File: src/rtl/sram_ctrl_pkg.sv
// Shared types and defaults for the single-port SRAM sequencer.
//   ADDR_W_DEF / DATA_W_DEF : default macro geometry (4096 x 15)
//   state_e                 : sequencer state (CLEAR sweeps the macro, IDLE serves clients)
//   grant_e                 : which requester won the most recent accepted grant
//   REQ_WR / REQ_RD         : bit positions in the 2-bit request/grant vectors
package sram_ctrl_pkg;
  localparam int ADDR_W_DEF = 12;
  localparam int DATA_W_DEF = 15;

  localparam int REQ_WR = 0;
  localparam int REQ_RD = 1;

  typedef enum logic {CLEAR = 1'b0, IDLE = 1'b1} state_e;
  typedef enum logic {GNT_WR = 1'b0, GNT_RD = 1'b1} grant_e;
endpackage

File: src/rtl/sram_rr_arb2.sv
// Two-way round-robin arbiter for the write/read requesters.
//   clk_i, rst_ni : clock, async active-low reset
//   en_i          : arbitration allowed this cycle (no grants when low)
//   req_i[1:0]    : request vector, bit REQ_WR = write, bit REQ_RD = read
//   gnt_o[1:0]    : one-hot (or zero) grant, combinational from req_i/en_i/history
//   accept_o      : a grant was issued (grant implies acceptance of that request)
module sram_rr_arb2
  import sram_ctrl_pkg::*;
(
  input  logic       clk_i,
  input  logic       rst_ni,
  input  logic       en_i,
  input  logic [1:0] req_i,
  output logic [1:0] gnt_o,
  output logic       accept_o
);

  grant_e last_q, last_d;

  // Contention goes to whoever did not win last time; a lone request wins outright.
  always_comb begin
    gnt_o = 2'b00;
    if (en_i) begin
      if (&req_i) gnt_o = (last_q == GNT_RD) ? 2'b01 : 2'b10;
      else        gnt_o = req_i;
    end
  end

  assign accept_o = |gnt_o;

  // History only moves when something is actually granted.
  always_comb begin
    last_d = last_q;
    if (gnt_o[REQ_WR])      last_d = GNT_WR;
    else if (gnt_o[REQ_RD]) last_d = GNT_RD;
  end

  always_ff @(posedge clk_i or negedge rst_ni) begin
    if (!rst_ni) last_q <= GNT_RD;
    else         last_q <= last_d;
  end

endmodule

File: src/rtl/sram_1rw_arbiter.sv
// Sequencer for one 1RW SRAM macro (registered read) shared by a write and a read client.
// After reset or clear_req it writes INIT_VAL to every entry, then arbitrates round-robin.
//   clock_i, reset_n_i          : clock, async active-low reset
//   clear_req_i                 : pulse, restart the full clear sweep
//   init_done_o                 : clear finished, requests may be accepted
//   wr_valid_i/wr_ready_o/...   : write request channel (addr, data)
//   rd_valid_i/rd_ready_o/...   : read request channel (addr)
//   rd_resp_valid_o/_data_o     : read response, exactly one cycle after acceptance
//   sram_*                      : direct drive of macro RW0_* pins
module sram_1rw_arbiter
  import sram_ctrl_pkg::*;
#(
  parameter int                ADDR_W   = ADDR_W_DEF,
  parameter int                DATA_W   = DATA_W_DEF,
  parameter logic [DATA_W-1:0] INIT_VAL = '0
) (
  input  logic              clock_i,
  input  logic              reset_n_i,
  input  logic              clear_req_i,
  output logic              init_done_o,
  input  logic              wr_valid_i,
  output logic              wr_ready_o,
  input  logic [ADDR_W-1:0] wr_addr_i,
  input  logic [DATA_W-1:0] wr_data_i,
  input  logic              rd_valid_i,
  output logic              rd_ready_o,
  input  logic [ADDR_W-1:0] rd_addr_i,
  output logic              rd_resp_valid_o,
  output logic [DATA_W-1:0] rd_resp_data_o,
  output logic [ADDR_W-1:0] sram_addr_o,
  output logic              sram_en_o,
  output logic              sram_wmode_o,
  output logic [DATA_W-1:0] sram_wdata_o,
  input  logic [DATA_W-1:0] sram_rdata_i
);

  state_e            state_q, state_d;
  logic [ADDR_W-1:0] clr_ptr_q, clr_ptr_d;
  logic              rd_pend_q, rd_pend_d;
  logic [1:0]        gnt;
  logic              accept;
  logic              arb_en;

  // clear_req wins over same-cycle requests: both readies stay low.
  assign arb_en = (state_q == IDLE) && !clear_req_i;

  sram_rr_arb2 u_arb (
    .clk_i    (clock_i),
    .rst_ni   (reset_n_i),
    .en_i     (arb_en),
    .req_i    ({rd_valid_i, wr_valid_i}),
    .gnt_o    (gnt),
    .accept_o (accept)
  );

  assign wr_ready_o  = gnt[REQ_WR];
  assign rd_ready_o  = gnt[REQ_RD];
  assign init_done_o = (state_q == IDLE);

  always_comb begin
    state_d      = state_q;
    clr_ptr_d    = clr_ptr_q;
    sram_en_o    = 1'b0;
    sram_wmode_o = 1'b0;
    sram_addr_o  = '0;
    sram_wdata_o = '0;
    unique case (state_q)
      CLEAR: begin
        sram_en_o    = 1'b1;
        sram_wmode_o = 1'b1;
        sram_addr_o  = clr_ptr_q;
        sram_wdata_o = INIT_VAL;
        // The pointer parks on all-ones when done; entry to CLEAR always reloads it.
        if (clear_req_i)            clr_ptr_d = '0;
        else if (clr_ptr_q == '1)   state_d   = IDLE;
        else                        clr_ptr_d = clr_ptr_q + ADDR_W'(1);
      end
      IDLE: begin
        if (clear_req_i) begin
          state_d   = CLEAR;
          clr_ptr_d = '0;
        end else if (gnt[REQ_WR]) begin
          sram_en_o    = 1'b1;
          sram_wmode_o = 1'b1;
          sram_addr_o  = wr_addr_i;
          sram_wdata_o = wr_data_i;
        end else if (gnt[REQ_RD]) begin
          sram_en_o   = 1'b1;
          sram_addr_o = rd_addr_i;
        end
      end
      default: ;
    endcase
  end

  // Macro read data is registered inside the macro, so the response is the
  // accepted-read flag delayed by one cycle with rdata passed straight through.
  assign rd_pend_d       = accept & gnt[REQ_RD];
  assign rd_resp_valid_o = rd_pend_q;
  assign rd_resp_data_o  = sram_rdata_i;

  always_ff @(posedge clock_i or negedge reset_n_i) begin
    if (!reset_n_i) begin
      state_q   <= CLEAR;
      clr_ptr_q <= '0;
      rd_pend_q <= 1'b0;
    end else begin
      state_q   <= state_d;
      clr_ptr_q <= clr_ptr_d;
      rd_pend_q <= rd_pend_d;
    end
  end

endmodule
File: config.mk
export PLATFORM = sky130hd
export DESIGN_NAME = sram_1rw_arbiter
export DESIGN_NICKNAME = d
export VERILOG_FILES = /design/src/rtl/sram_ctrl_pkg.sv /design/src/rtl/sram_rr_arb2.sv /design/src/rtl/sram_1rw_arbiter.sv
export SDC_FILE = /design/constraint.sdc
export NUM_CORES = 1
export LEC_CHECK = 0
export BUFFER_PORTS_ARGS = -buffer_cell sky130_fd_sc_hd__buf_4
export CELL_PAD_IN_SITES_DETAIL_PLACEMENT = 0
export CELL_PAD_IN_SITES_GLOBAL_PLACEMENT = 1
export CORE_MARGIN = 2
export CORE_UTILIZATION = 29
export CTS_BUF_LIST = sky130_fd_sc_hd__clkbuf_2 sky130_fd_sc_hd__clkbuf_4 sky130_fd_sc_hd__clkbuf_8
export DETAILED_ROUTE_END_ITERATION = 8
export PLACE_DENSITY_LB_ADDON = 0.1
export SLEW_MARGIN = 20
export SYNTH_ARGS = -nofsm -noshare
export SYNTH_HDL_FRONTEND = slang
export SYNTH_SLANG_ARGS = --single-unit
File: constraint.sdc
create_clock -name clock_i -period 3.95 [get_ports clock_i]
set_clock_uncertainty 0.1 [all_clocks]
set_input_delay 0.1975 -clock clock_i [delete_from_list [all_inputs] [get_ports clock_i]]
set_output_delay 0.1975 -clock clock_i [all_outputs]
set_load 0.05 [all_outputs]
==> impl_metrics.tcl, run 1 <==
set metrics [dict create \
    start_util_pct 29.9 \
    clkPwrFrac_pct 35.0 \
    synthTopCellsByArea "dfrtp_1 27%, buf_4 8.7%, and3_1 7.3%, a22oi_1 7.0%, o22ai_1 3.4%" \
    hold_path_class "primary input to register" \
    die_height_microns 70.8 \
    viasPerCell 5.30 \
    synth_nets 210 \
    fin_setup_tns_ns 0 \
    synth_top_area_share_pct 27.1 \
    ys_seq_elements 15 \
    cp_num_buf_inv 2 \
    synth_xor_xnor_area_share_pct 2.71 \
    worst_slack_ns 1.09 \
    synthArstFlopShare_pct 100 \
    first_pass_iters 4 \
    path_clk_slew_ns 0.06 \
    ant_nets 0 \
    synth.area.mux_share_pct 0.870 \
    n_antenna_cell 0 \
    synth.largest_area_cell "dfrtp_1" \
    grt_pass1_wl_microns 6740 \
    power.internal_w 0.000279 \
    vdd.ir_drop.worst_mv 0.188 \
    slowest_stage "nor2_1" \
    crit_chain "clkinv_1 -> nor2_1 -> and2_1 -> or3_1 -> buf_4" \
    io_buffer_count 76 \
    setup_viol 0 \
    synth_seq_area_share_pct 29.1 \
    synth.distinct_cells 48 \
    clk_latency_ns 0.24 \
    avgRoutedWirePerCell_microns 16.0 \
    cpLargestDelayFamily "simple AND/OR/NAND/NOR gates" \
    yosysWarnings 0 \
    slowest_delay_ns 0.77 \
    ctsRootBufferMaster "clkbuf_8" \
    yosys.area_share.simple_pct 27.5 \
    min_period_over_period_pct 72.4 \
    drv_slew 0 \
    nets 271 \
    combinationalPowerShare_pct 21.8 \
    synthTopCellsByCount "15 x and3_1, 15 x buf_4, 14 x dfrtp_1" \
    ctsLongestPathBuffers 2 \
    synth.avg_cell_area_sq_um 8.62 \
    die_w_microns 70.8 \
    dieArea_sq_um 5010 \
    wl_microns 4190 \
    finalHoldViolCount 0 \
    cp-start-kind "register" \
    grt_pass1_vias 1406 \
    maxCapViolCount 0 \
    antenna_found_initial 0 \
    cp_max_fo 18 \
    power_density_nw_per_um2 202 \
    end_kind "output pin" \
    rsz0062_at_grt "no" \
    swShare_pct 25.4 \
    synthAdderAreaFrac_pct 0.967 \
    worstPathRequired_ns 3.65 \
    dp_slack_ns 1.37 \
    power.share.sequential_pct 43.2 \
    synth_edf_count 0 \
    drt_iter0_markers 32 \
    cp.arrival_ns 2.56 \
    r2r-start "init_done_o" \
    yosys_most_used_dff "dfrtp_1" \
    period_minus_slack_ns 2.86 \
    criticalPathCategory "register to output pin" \
    p_leak_nw 0.915 \
    row_count 24 \
    cts_resized 0 \
    cts_setup_buffers 0 \
    drive_above_1_share_pct 44.3 \
    cts_made_buffers 3 \
    min_from "wr_valid_i" \
    htree_levels 1 \
    core_area_sq_um 4320 \
    synth-compound-area-share_pct 24.5 \
    grt.overflow.total 0 \
    cts_sinks 15 \
    cts_tree "yes" \
    status "finished clean" \
    syn2layout_area_growth_pct 43.0 \
    max-slew-margin-rel_pct 40.8 \
    synth_top_family_by_area "simple AND/OR/NAND/NOR gates" \
    grt_start_max_net_pins 29 \
    place_congestion 0.830 \
    grt_use_total_pct 16.2 \
    synth_area_sq_um 1290 \
    worst_slew_pin_slew_ns 0.885 \
    route.detailed.drc 0 \
    critPathLaunch "init_done_o" \
    timing.fmax_mhz 350 \
    pin_count 107 \
    synthCells 150 \
    cts-hold-fix-buffers 1 \
    p_total_w 0.000374 \
    place_hpwl_microns 3280 \
    dr_total_vias 1388 \
    switchingPower_w 0.0000951 \
]
==> area by class of cell <==
cell class	instances	area, sq um
fill	445	2470
multi-input combinational	103	731
timing repair buffer	79	596
sequential	15	377
tap	52	65.1
clock buffer	4	48.8
inverter	9	33.8
==> power groups by stage <==
stage | sequential (W) | clock, W | combinational [W]
after floorplan | 0.000163 | 0 | 0.0000746
final | 0.000162 | 0.000131 | 0.0000817
after global placement | 0.000164 | 0 | 0.0000801
after CTS | 0.000161 | 0.000134 | 0.0000824
after detailed placement | 0.000164 | 0 | 0.0000813
after global routing | 0.000162 | 0.000144 | 0.0000892
==> state kept, by name, indices dropped and copies added (netlist names) <==
signal / cells
clr_ptr_q: 12
init_done_o: 1
u_arb.last_q: 1
rd_resp_valid_o: 1
==> metal layers <==
layer	vias to the layer above	wire, microns	track usage (%)
li1	674	-	-
met1	654	1850	20.7
met2	50	1950	27.0
met3	10	329	5.13
met4	0	53	3.14
met5	-	0	0
==> cells by family after synthesis <==
logic type	count (synthesis)
simple gates	53
compound gates	44
buf+inv	32
flops	15
xor+xnor	4
mux	1
fa+ha+maj	1
==> stage by stage <==
stage | hold slack (ns) | std cells | utilization (%) | instance area (sq um)
2_1_floorplan | -0.198 | 150 | - | 1290
3_3_place_gp | -0.0340 | 257 | 41.4 | 1790
3_5_place_dp | -0.0358 | 257 | 41.4 | 1790
4_1_cts | 0.0375 | 262 | 42.8 | 1850
5_1_grt | 0.0425 | 262 | 42.8 | 1850
6_report | 0.0358 | 262 | 42.8 | 1850
==> cell usage in the layout (no fill, tap or decap), types with 2 or more instances in the layout <==
cell type and count:
and3_1 15, buf_4 78, o22ai_1 7, a22oi_1 12
nor4_1 2, nand4_4 2, nand4_1 2, nand2b_1 2
or3_1 2, dfrtp_1 14, or3_2 2, inv_1 8
o21ai_0 3, o2bb2ai_1 5, nor2_1 8, clkbuf_8 3
xnor2_1 4, nand2_1 6, a21oi_1 5, nor2b_1 2
==> final timing paths <==
check                           depth (start not counted)  slack, ns           end
worst min register to register                          1       0.41  clr_ptr_q[7]
min in group asynchronous                               2       0.25  clr_ptr_q[2]
worst max register to register                          4       1.67  u_arb.last_q
worst max-delay path                                    5       1.09     sram_en_o
max in group asynchronous                               2       3.26  u_arb.last_q
worst min-delay path                                    2       0.04  u_arb.last_q
No activity file was read; power rests on OpenSTA's default activity.
==> run 2: changes to the inputs <==
--- a/config.mk
+++ b/config.mk
@@ -9,7 +9,7 @@
 export CELL_PAD_IN_SITES_DETAIL_PLACEMENT = 0
 export CELL_PAD_IN_SITES_GLOBAL_PLACEMENT = 1
 export CORE_MARGIN = 2
-export CORE_UTILIZATION = 29
+export CORE_UTILIZATION = 27
 export CTS_BUF_LIST = sky130_fd_sc_hd__clkbuf_2 sky130_fd_sc_hd__clkbuf_4 sky130_fd_sc_hd__clkbuf_8
 export DETAILED_ROUTE_END_ITERATION = 8
 export PLACE_DENSITY_LB_ADDON = 0.1
==> constraint.sdc (replaced) <==
create_clock -name clock_i -period 3 [get_ports clock_i]
set_clock_uncertainty 0.1 [all_clocks]
set_input_delay 0.15 -clock clock_i [delete_from_list [all_inputs] [get_ports clock_i]]
set_output_delay 0.15 -clock clock_i [all_outputs]
set_load 0.05 [all_outputs]
==> impl_metrics.tcl, run 2 (synthesis gave the netlist of run 1 again) <==
set metrics [dict create \
    holdWs_ns 0.0853 \
    slowest_stage "dfrtp_1" \
    finalHoldViolCount 0 \
    max-slew-margin-rel_pct 51.2 \
    avgRoutedWirePerCell_microns 16.7 \
    end_kind "output pin" \
    placedInstanceArea_sq_um 1810 \
    cp_max_fo 18 \
    path_clk_slew_ns 0.06 \
    cts_tree "yes" \
    dr_total_vias 1419 \
    holdPathStages 2 \
    place_hpwl_microns 3440 \
    first_pass_iters 4 \
    drv_slew 0 \
    min_period_over_period_pct 78.3 \
    slowest_delay_ns 0.59 \
    crit_chain "clkinv_1 -> nor2_1 -> buf_4 -> and2_1 -> nand2b_1 -> buf_4" \
    syn2layout_area_growth_pct 45.2 \
    rsz0062_at_grt "no" \
    power_density_nw_per_um2 265 \
    cts_made_buffers 3 \
    largest_reg_flops 12 \
    vdd.ir_drop.worst_mv 0.181 \
    drive_above_1_share_pct 44.6 \
    antenna_found_initial 0 \
    cp-start-kind "register" \
    io_buffer_count 76 \
    cp_common_cell "buf_4" \
    hold_path_class "primary input to register" \
    grt_pass1_vias 1395 \
    grt_start_max_net_pins 19 \
    criticalPathCategory "register to output pin" \
    layout_commonest_cell "buf_4" \
    dieArea_sq_um 5360 \
    viasPerCell 5.31 \
    ctsRootBufferMaster "clkbuf_8" \
    period_minus_slack_ns 2.35 \
    clk_latency_ns 0.25 \
    cp.arrival_ns 2.10 \
    cts_setup_buffers 0 \
    wl_microns 4470 \
    setup_viol 0 \
    drt_iter0_markers 50 \
    route.detailed.drc 0 \
    nets 274 \
    die_w_microns 73.2 \
    place_congestion 0.782 \
    worstPathRequired_ns 2.75 \
    core_area_sq_um 4660 \
    dp.cells 261 \
    maxCapViolCount 0 \
    p_leak_nw 0.929 \
    largest_register "clr_ptr_q" \
    grt_pass1_wl_microns 6930 \
    start_util_pct 27.8 \
    cts_sinks 15 \
    grt.overflow.total 0 \
    pin_count 107 \
    nFillCells 479 \
    mostFrequentLayoutCells "80 x buf_4, 15 x and3_1, 14 x dfrtp_1" \
    worst_slack_ns 0.651 \
    worst_slew_pin_slew_ns 0.733 \
    n_antenna_cell 0 \
    rr_worst_depth 4 \
    ctsLongestPathBuffers 2 \
    dp_slack_ns 0.812 \
    r2r_slack_ns 0.77 \
    grt_use_total_pct 16.5 \
    status "finished clean" \
    die_height_microns 73.2 \
    timing.fmax_mhz 426 \
    fin_setup_tns_ns 0 \
    row_count 25 \
    stdcell_area_sq_um 1880 \
    ant_nets 0 \
    stdcell_count 267 \
    htree_levels 1 \
]
==> run 2: cell count changes in the layout (fill, tap and decap cells not counted), sizes merged <==
cell,change
buf,+2
dlygate4sd3,+1
==> run 2: metrics by stage <==
stage	total power [W]	util (%)
floorplan	0.000313	-
global placement	0.000324	38.8
detailed placement	0.000325	38.8
CTS	0.000506	40.3
global route	0.000523	40.3
finish	0.000498	40.3
==> run 2: repair_timing <==
action / CTS / global route
hold buffers: 2 / 0
resized for setup: 0 / 0
hold endpoints to repair: 16 / 0
==> run 2: cell type report <==
type	instances	area (sq um)	area share (%)
Timing Repair Buffer	82	621	33.0
Inverter	9	33.8	1.80
Tap cell	54	67.6	3.60
Multi-Input combinational cell	103	731	38.9
Clock buffer	4	48.8	2.60
Sequential cell	15	377	20.1
==> run 2: worst max-delay path, delay by kind of cell, from the launching register on <==
family / cells / cell delay [ns]
buf+inv: 3 / 0.77
flops: 1 / 0.59
simple gates: 3 / 0.48
==> run 2: worst paths after layout <==
| kind | from | to |
|---|---|---|
| max in group asynchronous | reset_n_i | u_arb.last_q |
| min | clear_req_i | clr_ptr_q[5] |
| max reg2reg | init_done_o | clr_ptr_q[9] |
| min in group asynchronous | reset_n_i | clr_ptr_q[3] |
| min reg2reg | clr_ptr_q[7] | clr_ptr_q[7] |
| max | init_done_o | sram_wmode_o |
==> run 2: power breakdown <==
| group | switching (W) | leakage [nW] | internal, W |
|---|---|---|---|
| registers | 0.00000587 | 0.204 | 0.000207 |
| logic | 0.0000496 | 0.700 | 0.0000599 |
| clock network | 0.0000723 | 0.0262 | 0.000103 |
==> run 2: layer usage <==
metal  up-vias  wire [microns]  part of all wire [%]  GRT usage [%]
met1       670            1930                    43           21.2
met3        16             342                   7.7           4.01
met4         0              82                   1.8           4.32
met5         -               0                     0              0
li1        676               -                     -              -
met2        57            2120                    47           27.6
==> run 3: changes to the inputs <==
--- a/config.mk
+++ b/config.mk
@@ -5,11 +5,12 @@
 export SDC_FILE = /design/constraint.sdc
 export NUM_CORES = 1
 export LEC_CHECK = 0
+export ABC_AREA = 1
 export BUFFER_PORTS_ARGS = -buffer_cell sky130_fd_sc_hd__buf_4
 export CELL_PAD_IN_SITES_DETAIL_PLACEMENT = 0
 export CELL_PAD_IN_SITES_GLOBAL_PLACEMENT = 1
 export CORE_MARGIN = 2
-export CORE_UTILIZATION = 27
+export CORE_UTILIZATION = 26
 export CTS_BUF_LIST = sky130_fd_sc_hd__clkbuf_2 sky130_fd_sc_hd__clkbuf_4 sky130_fd_sc_hd__clkbuf_8
 export DETAILED_ROUTE_END_ITERATION = 8
 export PLACE_DENSITY_LB_ADDON = 0.1
==> constraint.sdc (replaced) <==
create_clock -name clock_i -period 2.25 [get_ports clock_i]
set_clock_uncertainty 0.1 [all_clocks]
set_input_delay 0.1125 -clock clock_i [delete_from_list [all_inputs] [get_ports clock_i]]
set_output_delay 0.1125 -clock clock_i [all_outputs]
set_load 0.05 [all_outputs]
==> impl_metrics.tcl, run 3 <==
set metrics [dict create \
    cp_common_cell "nand2_1" \
    r2r-end "clr_ptr_q[11]" \
    power_density_nw_per_um2 314 \
    hold_path_class "primary input to register" \
    r2r_slack_ns 0.47 \
    status "finished clean" \
    finalHoldViolCount 0 \
    cp-start-kind "register" \
    dr_total_vias 1514 \
    synthMostInstantiatedCell "nand2_1" \
    cts_sinks 15 \
    fin_setup_tns_ns 0 \
    place_hpwl_microns 3280 \
    cts_tree "yes" \
    start_util_pct 27.3 \
    timing.fmax_mhz 501 \
    max-slew-margin-rel_pct 69.7 \
    nets 337 \
    min_from "wr_valid_i" \
    synth_top_area_share_pct 24.6 \
    placedInstanceArea_sq_um 1940 \
    ys_seq_elements 15 \
    avgRoutedWirePerCell_microns 12.5 \
    largest_reg_flops 12 \
    mostFrequentLayoutCells "78 x buf_4, 48 x nand2_1, 36 x inv_1" \
    final_util_pct 38.5 \
    n_antenna_cell 0 \
    ctsLongestPathBuffers 2 \
    ant_nets 0 \
    cp.arrival_ns 1.78 \
    hold_end "rd_resp_valid_o" \
    slowest_delay_ns 0.53 \
    grt_pass1_wl_microns 7070 \
    holdWs_ns 0.0868 \
    viasPerCell 4.38 \
    worst_slew_pin_slew_ns 0.453 \
    row_count 26 \
    synth.largest_area_cell "dfrtp_1" \
    synth_edf_count 0 \
    synthCells 213 \
    clk_latency_ns 0.25 \
    yosysWarnings 0 \
    place_congestion 0.760 \
    grt_start_max_net_pins 19 \
    cts_made_buffers 3 \
    wl_microns 4310 \
    min_period_over_period_pct 88.8 \
    largest_register "clr_ptr_q" \
    cts_setup_buffers 0 \
    critPathLaunch "u_arb.last_q" \
    stdcell_area_sq_um 2010 \
    drive_above_1_share_pct 40.6 \
    synth_area_sq_um 1420 \
    first_pass_iters 4 \
    maxCapViolCount 0 \
    p_leak_nw 1.04 \
    rr_worst_depth 9 \
    cp_max_fo 18 \
    grt_use_total_pct 14.2 \
    yosys_most_used_dff "dfrtp_1" \
    slowest_stage "dfstp_2" \
    path_clk_slew_ns 0.07 \
    htree_levels 1 \
    synth_seq_area_share_pct 26.5 \
    synth.avg_cell_area_sq_um 6.67 \
    antenna_found_initial 0 \
    worstPathRequired_ns 2.04 \
    criticalPathCategory "register to output pin" \
    vdd.ir_drop.worst_mv 0.200 \
    io_buffer_count 76 \
    pin_count 107 \
    end_kind "output pin" \
    r2r-start "clr_ptr_q[1]" \
    layout_commonest_cell "buf_4" \
    die_height_microns 77.9 \
    ctsRootBufferMaster "clkbuf_8" \
    dieArea_sq_um 6070 \
    holdPathStages 3 \
    period_minus_slack_ns 2.00 \
    synthArstFlopShare_pct 100 \
    die_w_microns 77.9 \
    p_total_w 0.000630 \
    synth_nets 273 \
    synth.distinct_cells 28 \
    drt_iter0_markers 36 \
    synthTopCellsByArea "dfrtp_1 25%, nand2_1 13%, buf_4 9.5%, inv_1 9.5%, o211ai_1 6.3%" \
    drv_slew 0 \
    syn2layout_area_growth_pct 41.1 \
    rsz0062_at_grt "no" \
    grt.overflow.total 0 \
    crit_chain "nand2_1 -> nand2_1 -> nand2_4 -> inv_2 -> nand2_1 -> o211ai_1 -> buf_4" \
    setup_viol 0 \
    route.detailed.drc 0 \
    grt_pass1_vias 1519 \
    core_area_sq_um 5200 \
    synthTopCellsByCount "48 x nand2_1, 36 x inv_1, 23 x nor2_1" \
]
## run 3: cell count changes in the layout (fill, tap and decap cells not counted), sizes merged, moves of 4 or more
cell     change
o21ai        +8
or3          -4
nand3       +10
inv         +33
and3        -16
o2bb2ai      -5
nand2       +53
a22oi       -11
o22ai        -7
xnor2        -4
nor2        +19
o211ai      +11
## run 3: through the flow
step           worst slack, ns  std cells
6_report                 0.253        346
3_5_place_dp             0.486        340
4_1_cts                  0.237        346
2_1_floorplan           0.0898        213
3_3_place_gp             0.468        340
5_1_grt                 0.0809        346
## run 3: area by class of cell
class / instances / area (sq um)
inverters: 41 / 154
clock inverters: 1 / 5.00
flip-flops and latches: 15 / 377
multi-input cells: 136 / 736
fillers: 567 / 3200
clock buffers: 3 / 41.3
repair buffers: 80 / 606
well taps: 70 / 87.6
## run 3: how the worst max path moves through the flow
stage	end	cells after the start
finish	sram_addr_o[2]	7
global route	sram_addr_o[9]	7
detailed placement	clr_ptr_q[11]	9
floorplan	sram_addr_o[10]	8
global placement	clr_ptr_q[9]	9
CTS	sram_addr_o[5]	7
## run 3: power by group
| group | internal (W) | switching (W) |
|---|---|---|
| logic | 0.0000676 | 0.0000571 |
| registers | 0.000274 | 0.00000449 |
| clock network | 0.000123 | 0.000104 |
| total | 0.000464 | 0.000166 |
## run 3: what timing repair did
action,4_1_cts,5_1_grt
resized for setup,0,0
setup endpoints to repair,0,0
endpoints found under the hold margin,16,0
hold buffers,2,0
## run 3: worst max-delay path: cells and delay by family (launching register included)
family | cells | cell delay (ns)
DFF | 1 | 0.53
AOI/OAI and AO/OA | 1 | 0.10
buffers and inverters | 2 | 0.49
and+or+nand+nor | 4 | 0.41
## run 3: kinds of logic (layout without fill, tap and decap cells)
kind of cell             Yosys count  count (layout)  share of synthesized area, %
buffers and inverters             62             125                          21.7
AND/OR/NAND/NOR                  106             106                          36.1
AO/OA/AOI/OAI                     29              29                          14.8
adder cells (fa/ha/maj)            1               1                         0.880
flip-flops                        15              15                          26.5
## run 3: metal layers
layer	GRT usage, %	wire [microns]
met1	17.5	1860
met2	24.7	2050
met3	3.02	335
met4	4.04	66
met5	0	0
